<file path="config.mk">
export PLATFORM = sky130hd
export DESIGN_NAME = setup_tile_sched
export DESIGN_NICKNAME = d
export VERILOG_FILES = /design/src/rtl/setup_pkg.sv /design/src/rtl/setup_perf_cnt.sv /design/src/rtl/setup_tile_sched.sv
export SDC_FILE = /design/constraint.sdc
export NUM_CORES = 1
export LEC_CHECK = 0
export BUFFER_PORTS_ARGS = -buffer_cell sky130_fd_sc_hd__buf_2
export CAP_MARGIN = 40
export CELL_PAD_IN_SITES_DETAIL_PLACEMENT = 2
export CELL_PAD_IN_SITES_GLOBAL_PLACEMENT = 2
export CORE_UTILIZATION = 30
export DETAILED_ROUTE_END_ITERATION = 7
export PLACE_DENSITY = 0.86
export SLEW_MARGIN = 15
export SYNTH_ARGS = -nofsm -noshare
export SYNTH_HDL_FRONTEND = slang
export SYNTH_HIERARCHICAL = 1
export SYNTH_SLANG_ARGS = --single-unit
</file>
<file path="constraint.sdc">
create_clock -name clk -period 3.3 [get_ports clk]
set_input_delay 0.165 -clock clk [delete_from_list [all_inputs] [get_ports clk]]
set_output_delay 0.165 -clock clk [all_outputs]
set_load 0.01 [all_outputs]
</file>
<file path="src/rtl/setup_pkg.sv">
// Shared types and default widths for the systolic-array data-setup unit and its tile scheduler.
package setup_pkg;

    localparam int unsigned SETUP_TILE_W    = 8;
    localparam int unsigned SETUP_BURST_W   = 11;
    localparam int unsigned SETUP_DRAIN_CYC = 25;

    typedef enum logic [2:0] {
        IDLE,
        LOAD_W,
        STREAM,
        DRAIN,
        FINISH
    } sched_state_t;

endpackage

</file>
<file path="src/rtl/setup_perf_cnt.sv">
// Saturating 32-bit event counter with synchronous clear; used for scheduler performance stats.
module setup_perf_cnt (
    input  logic        clk,
    input  logic        rst,
    input  logic        clr_i,
    input  logic        inc_i,
    output logic [31:0] cnt_o
);

    always_ff @(posedge clk) begin
        if (rst || clr_i) begin
            cnt_o <= '0;
        end else if (inc_i && (cnt_o != '1)) begin
            cnt_o <= cnt_o + 32'd1;
        end
    end

endmodule

</file>
<file path="src/rtl/setup_tile_sched.sv">
// Tile scheduler: per tile, weight load -> burst stream -> fixed drain; reports done after all tiles.
// Optional perf counters on STREAM / LOAD_W cycles are built when SETUP_SCHED_PERF_EN is defined.
module setup_tile_sched
    import setup_pkg::*;
#(
    parameter int unsigned TILE_W    = SETUP_TILE_W,
    parameter int unsigned BURST_W   = SETUP_BURST_W,
    parameter int unsigned DRAIN_CYC = SETUP_DRAIN_CYC
) (
    input  logic               clk,
    input  logic               rst,
    input  logic               start_i,
    input  logic               abort_i,
    input  logic [BURST_W-1:0] cfg_burst_i,
    input  logic [TILE_W-1:0]  cfg_tiles_i,
    output logic               wload_req_o,
    input  logic               wload_done_i,
    output logic [BURST_W-1:0] burst_size_o,
    output logic               weight_ready_o,
    input  logic               burst_last_i,
    output logic [TILE_W-1:0]  tile_idx_o,
    output logic               busy_o,
`ifdef SETUP_SCHED_PERF_EN
    output logic [31:0]        perf_stream_cyc_o,
    output logic [31:0]        perf_wait_cyc_o,
`endif
    output logic               done_o
);

    localparam int unsigned CNT_W = (DRAIN_CYC > 1) ? $clog2(DRAIN_CYC) : 1;
    localparam logic [CNT_W-1:0] DRAIN_LOAD = CNT_W'(DRAIN_CYC - 1);

    sched_state_t      state_q;
    logic [TILE_W-1:0] tiles_q;
    logic [CNT_W-1:0]  drain_q;
    logic              last_tile;

    // Zero tiles never reaches DRAIN, so tiles_q - 1 cannot wrap here.
    assign last_tile = (tile_idx_o == (tiles_q - TILE_W'(1)));

    always_ff @(posedge clk) begin
        if (rst) begin
            state_q        <= IDLE;
            tiles_q        <= '0;
            drain_q        <= '0;
            burst_size_o   <= '0;
            tile_idx_o     <= '0;
            wload_req_o    <= 1'b0;
            weight_ready_o <= 1'b0;
            busy_o         <= 1'b0;
            done_o         <= 1'b0;
        end else if (abort_i) begin
            // burst_size_o is kept: it only changes on an accepted start.
            state_q        <= IDLE;
            drain_q        <= '0;
            tile_idx_o     <= '0;
            wload_req_o    <= 1'b0;
            weight_ready_o <= 1'b0;
            busy_o         <= 1'b0;
            done_o         <= 1'b0;
        end else begin
            done_o <= 1'b0;
            case (state_q)
                IDLE: begin
                    if (start_i) begin
                        burst_size_o <= cfg_burst_i;
                        tiles_q      <= cfg_tiles_i;
                        tile_idx_o   <= '0;
                        busy_o       <= 1'b1;
                        if ((cfg_tiles_i == '0) || (cfg_burst_i == '0)) begin
                            state_q <= FINISH;
                        end else begin
                            state_q     <= LOAD_W;
                            wload_req_o <= 1'b1;
                        end
                    end
                end
                LOAD_W: begin
                    if (wload_done_i) begin
                        wload_req_o    <= 1'b0;
                        weight_ready_o <= 1'b1;
                        state_q        <= STREAM;
                    end
                end
                STREAM: begin
                    if (burst_last_i) begin
                        weight_ready_o <= 1'b0;
                        drain_q        <= DRAIN_LOAD;
                        state_q        <= DRAIN;
                    end
                end
                DRAIN: begin
                    if (drain_q == '0) begin
                        if (last_tile) begin
                            state_q <= FINISH;
                        end else begin
                            tile_idx_o  <= tile_idx_o + TILE_W'(1);
                            wload_req_o <= 1'b1;
                            state_q     <= LOAD_W;
                        end
                    end else begin
                        drain_q <= drain_q - CNT_W'(1);
                    end
                end
                FINISH: begin
                    done_o  <= 1'b1;
                    busy_o  <= 1'b0;
                    state_q <= IDLE;
                end
                default: begin
                    state_q <= IDLE;
                end
            endcase
        end
    end

`ifdef SETUP_SCHED_PERF_EN
    logic perf_clr;
    logic perf_in_stream;
    logic perf_in_wait;

    assign perf_clr       = (state_q == IDLE) && start_i && !abort_i;
    assign perf_in_stream = (state_q == STREAM);
    assign perf_in_wait   = (state_q == LOAD_W);

    setup_perf_cnt u_perf_stream (
        .clk   (clk),
        .rst   (rst),
        .clr_i (perf_clr),
        .inc_i (perf_in_stream),
        .cnt_o (perf_stream_cyc_o)
    );

    setup_perf_cnt u_perf_wait (
        .clk   (clk),
        .rst   (rst),
        .clr_i (perf_clr),
        .inc_i (perf_in_wait),
        .cnt_o (perf_wait_cyc_o)
    );
`endif

endmodule

</file>
==> impl_metrics.toml <==
[clock_network]
cts_buffer_depth = 2
root_buffer = "clkbuf_8"
postCtsHoldBufs = 0
worstSkewPairLatency_ns = 0.31
clk_pin_slew_worst_paths_ns = 0.09
cts-resized-gates = 0
htree_levels = 2
cts_tree = "built"
cts_buffers = 5
post-cts-setup-buffers = 0
cts_sinks = 39

[sta]
rsz0062_at_grt = "false"
timing.slew.headroom_pct = 54.3
timing.final.crit_share_pct = 72.6
fin_crit_ns = 2.40
hold_viol_final = 0
tightest_slew_ns = 0.686
fin_tns_setup_ns = 0
fin_skew_ns = 0.0123
holdWs_ns = 0.107
drv_slew = 0
fmax_mhz = 417
setup_viol = 0

[routing]
vias = 2010
ant_nets = 0
drt_iter0_markers = 55
wl_um = 6320
first_pass_iters = 6
drc = 2
avgViaCountPerCell = 5.33
wl_per_cell_um = 16.8

[critical_path]
reg2reg_to = "tile_idx_o[2]"
r2r_setup_slack_ns = 0.90
crit_path_end_kind = "register"
critPathMaxFanout = 9
worstPathArrival_ns = 2.57
max_stage_delay_ns = 0.44
path_cells = "inv_1, ha_1, xnor2_1, o2bb2ai_1, a211o_1, a2111oi_4, a21oi_1, xnor2_1, nor2_1"
timing.rr.start = "tiles_q[0]"
slowest_stage = "dfxtp_1"
critical_path_class = "register to register"
reg2reg_depth = 9
start_kind = "register"
crit_top_cell = "xnor2_1"
required_ns = 3.48

[die]
fp.dieArea_um2 = 7130
ios = 48
core_um2 = 6460
fp.dieH_um = 84.5
start_util_pct = 31.6
die_w_um = 84.5
rows = 29

[layout]
nFillCells = 781
antennaDiodeCount = 0
ff_latch_area_um2 = 781
nets = 328
multi_input_area_um2 = 1180
stdcell_count = 377
area.growth.synth_to_final_pct = 19.7
drive_above_1_share_pct = 23.0

[pwr]
power.density_nw_per_um2 = 424
ir_drop_mv = 0.179
p_leak_uw = 0.000975

[hold_path]
worstHoldEndpoint = "burst_size_o[3]"
hold_class = "input port to register"
whs_path_depth = 3
hp-start = "cfg_burst_i[3]"

[global_route]
grt_max_degree = 22
grt_pass1_vias = 2119
grt_antenna_before_repair = 0
grt_overflow = 0
grt_pass1_wl_um = 10600
track_usage_pct = 18.9

[place]
gp_congestion = 0.766
dp_hpwl_um = 4600
placed_cells = 369
numPortBuffers = 47

[logic_synthesis]
ys_ff_latch = 39
async_flop_share_pct = 0
syn_nets = 285
synth_edf_count = 0
synth_cell_types = 50
netlist_area_um2 = 2040
yosysSeqAreaShare_pct = 38.3
syn_area_per_cell_um2 = 7.97
syn-instance-count = 256
yosysWarnings = 6
ys.flop_type = "dfxtp_1"

[run_status]
violations = "design-rule violations"
status = "complete, but fails checks"

[job]
maxCapViolCount = 0
-- cell usage in the layout, fill, tap and decap left out, types with 2 or more instances in the layout --
cell type | Yosys | routed
a211o_1 | 2 | 2
a211oi_1 | 2 | 2
a21oi_1 | 33 | 33
a31oi_1 | 3 | 3
and3_1 | 6 | 6
buf_2 | 1 | 47
clkbuf_8 | 0 | 5
dfxtp_1 | 39 | 39
ha_1 | 4 | 4
inv_1 | 7 | 7
mux2i_1 | 3 | 3
nand2_1 | 53 | 53
nand2b_1 | 6 | 6
nand3_1 | 6 | 6
nand3b_1 | 2 | 2
nand4_1 | 3 | 3
nor2_1 | 22 | 22
nor3_1 | 3 | 3
nor4_1 | 6 | 6
o21ai_0 | 2 | 2
o21ai_1 | 2 | 2
or3_1 | 2 | 2
xnor2_1 | 10 | 10
xor2_1 | 3 | 3
-- worst max-delay path by stage --
stage,start,endpoint,slack [ns],depth (start not counted)
2_1_floorplan,tiles_q[0],tile_idx_o[0],1.18,10
3_3_place_gp,tiles_q[0],tile_idx_o[3],1.10,9
3_5_place_dp,tiles_q[0],tile_idx_o[0],0.97,9
4_1_cts,tiles_q[0],tile_idx_o[2],0.89,9
5_1_grt,tiles_q[0],tile_idx_o[2],0.68,9
6_report,tiles_q[0],tile_idx_o[2],0.90,9
-- registers in the layout, indices dropped and copies added, names as in the netlist --
signal,count
weight_ready_o,1
wload_req_o,1
busy_o,1
tiles_q,8
state_q,3
tile_idx_o,8
burst_size_o,11
drain_q,5
done_o,1
-- area by class of cell --
type	instances	share of cell area (%)
multi-input cells	198	48.4
flip-flops and latches	39	32.0
repair buffers	48	9.94
well taps	77	3.95
clock buffers	5	2.82
clock inverters	3	1.79
inverters	7	1.08
-- power breakdown --
| part | internal [uW] | switching [uW] | leakage [uW] |
|---|---|---|---|
| combinational | 47.8 | 76.1 | 0.000600 |
| clock | 225 | 188 | 0.0000581 |
| sequential | 484 | 14.9 | 0.000317 |
| total | 757 | 279 | 0.000975 |
-- synthesized netlist by cell type, drive strengths merged (3+ instances only) --
master | number | area (um2)
inv | 7 | 26.3
nor3 | 4 | 25.0
nand2b | 6 | 37.5
a31oi | 3 | 18.8
nand2 | 54 | 205
nor2 | 22 | 82.6
ha | 4 | 50.1
mux2i | 3 | 30.0
xnor2 | 10 | 87.6
nand4 | 3 | 18.8
xor2 | 4 | 42.6
dfxtp | 39 | 781
clkbuf | 10 | 37.5
and3 | 6 | 37.5
nand3 | 6 | 30.0
o21ai | 4 | 20.0
nor4 | 8 | 71.3
a21oi | 34 | 174
-- critical path: cells and delay by family, from the launching register on --
| family | cells | cell delay (ns) |
|---|---|---|
| AO/OA/AOI/OAI | 4 | 0.99 |
| XOR/XNOR | 2 | 0.36 |
| adder cells (fa/ha/maj) | 1 | 0.34 |
| buffers and inverters | 1 | 0.09 |
| flip-flops | 1 | 0.44 |
| AND/OR/NAND/NOR | 1 | 0.05 |
-- metal layers --
layer	vias up	part of all wire, %	GRT usage (%)
li1	975	-	-
met1	991	43	22.1
met2	39	52	34.5
met3	5	3.4	3.54
met4	0	1.2	6.32
met5	-	0	0
-- cells by family (layout without fill, tap and decap cells) --
family                     count (synthesis)  in the layout  share of synthesized area (%)
AOI/OAI and AO/OA                         56             56                           17.8
xor gates and xnor gates                  14             14                           6.38
adders and majority gates                  4              4                           2.45
buffers and inverters                     19             63                           3.74
DFF                                       39             39                           38.3
muxes                                      4              4                           2.02
and+or+nand+nor                          120            120                           29.3
-- metrics by stage --
step	setup WS [ns]	cell area (um2)	util (%)	power, uW
after detailed placement	0.973	2330	36.1	634
final	0.903	2440	37.8	1040
after global placement	1.10	2330	36.1	628
after CTS	0.891	2440	37.8	1060
after global routing	0.681	2440	37.8	1080
after floorplan	1.18	2040	-	584
(Power assumes the default switching activity.)
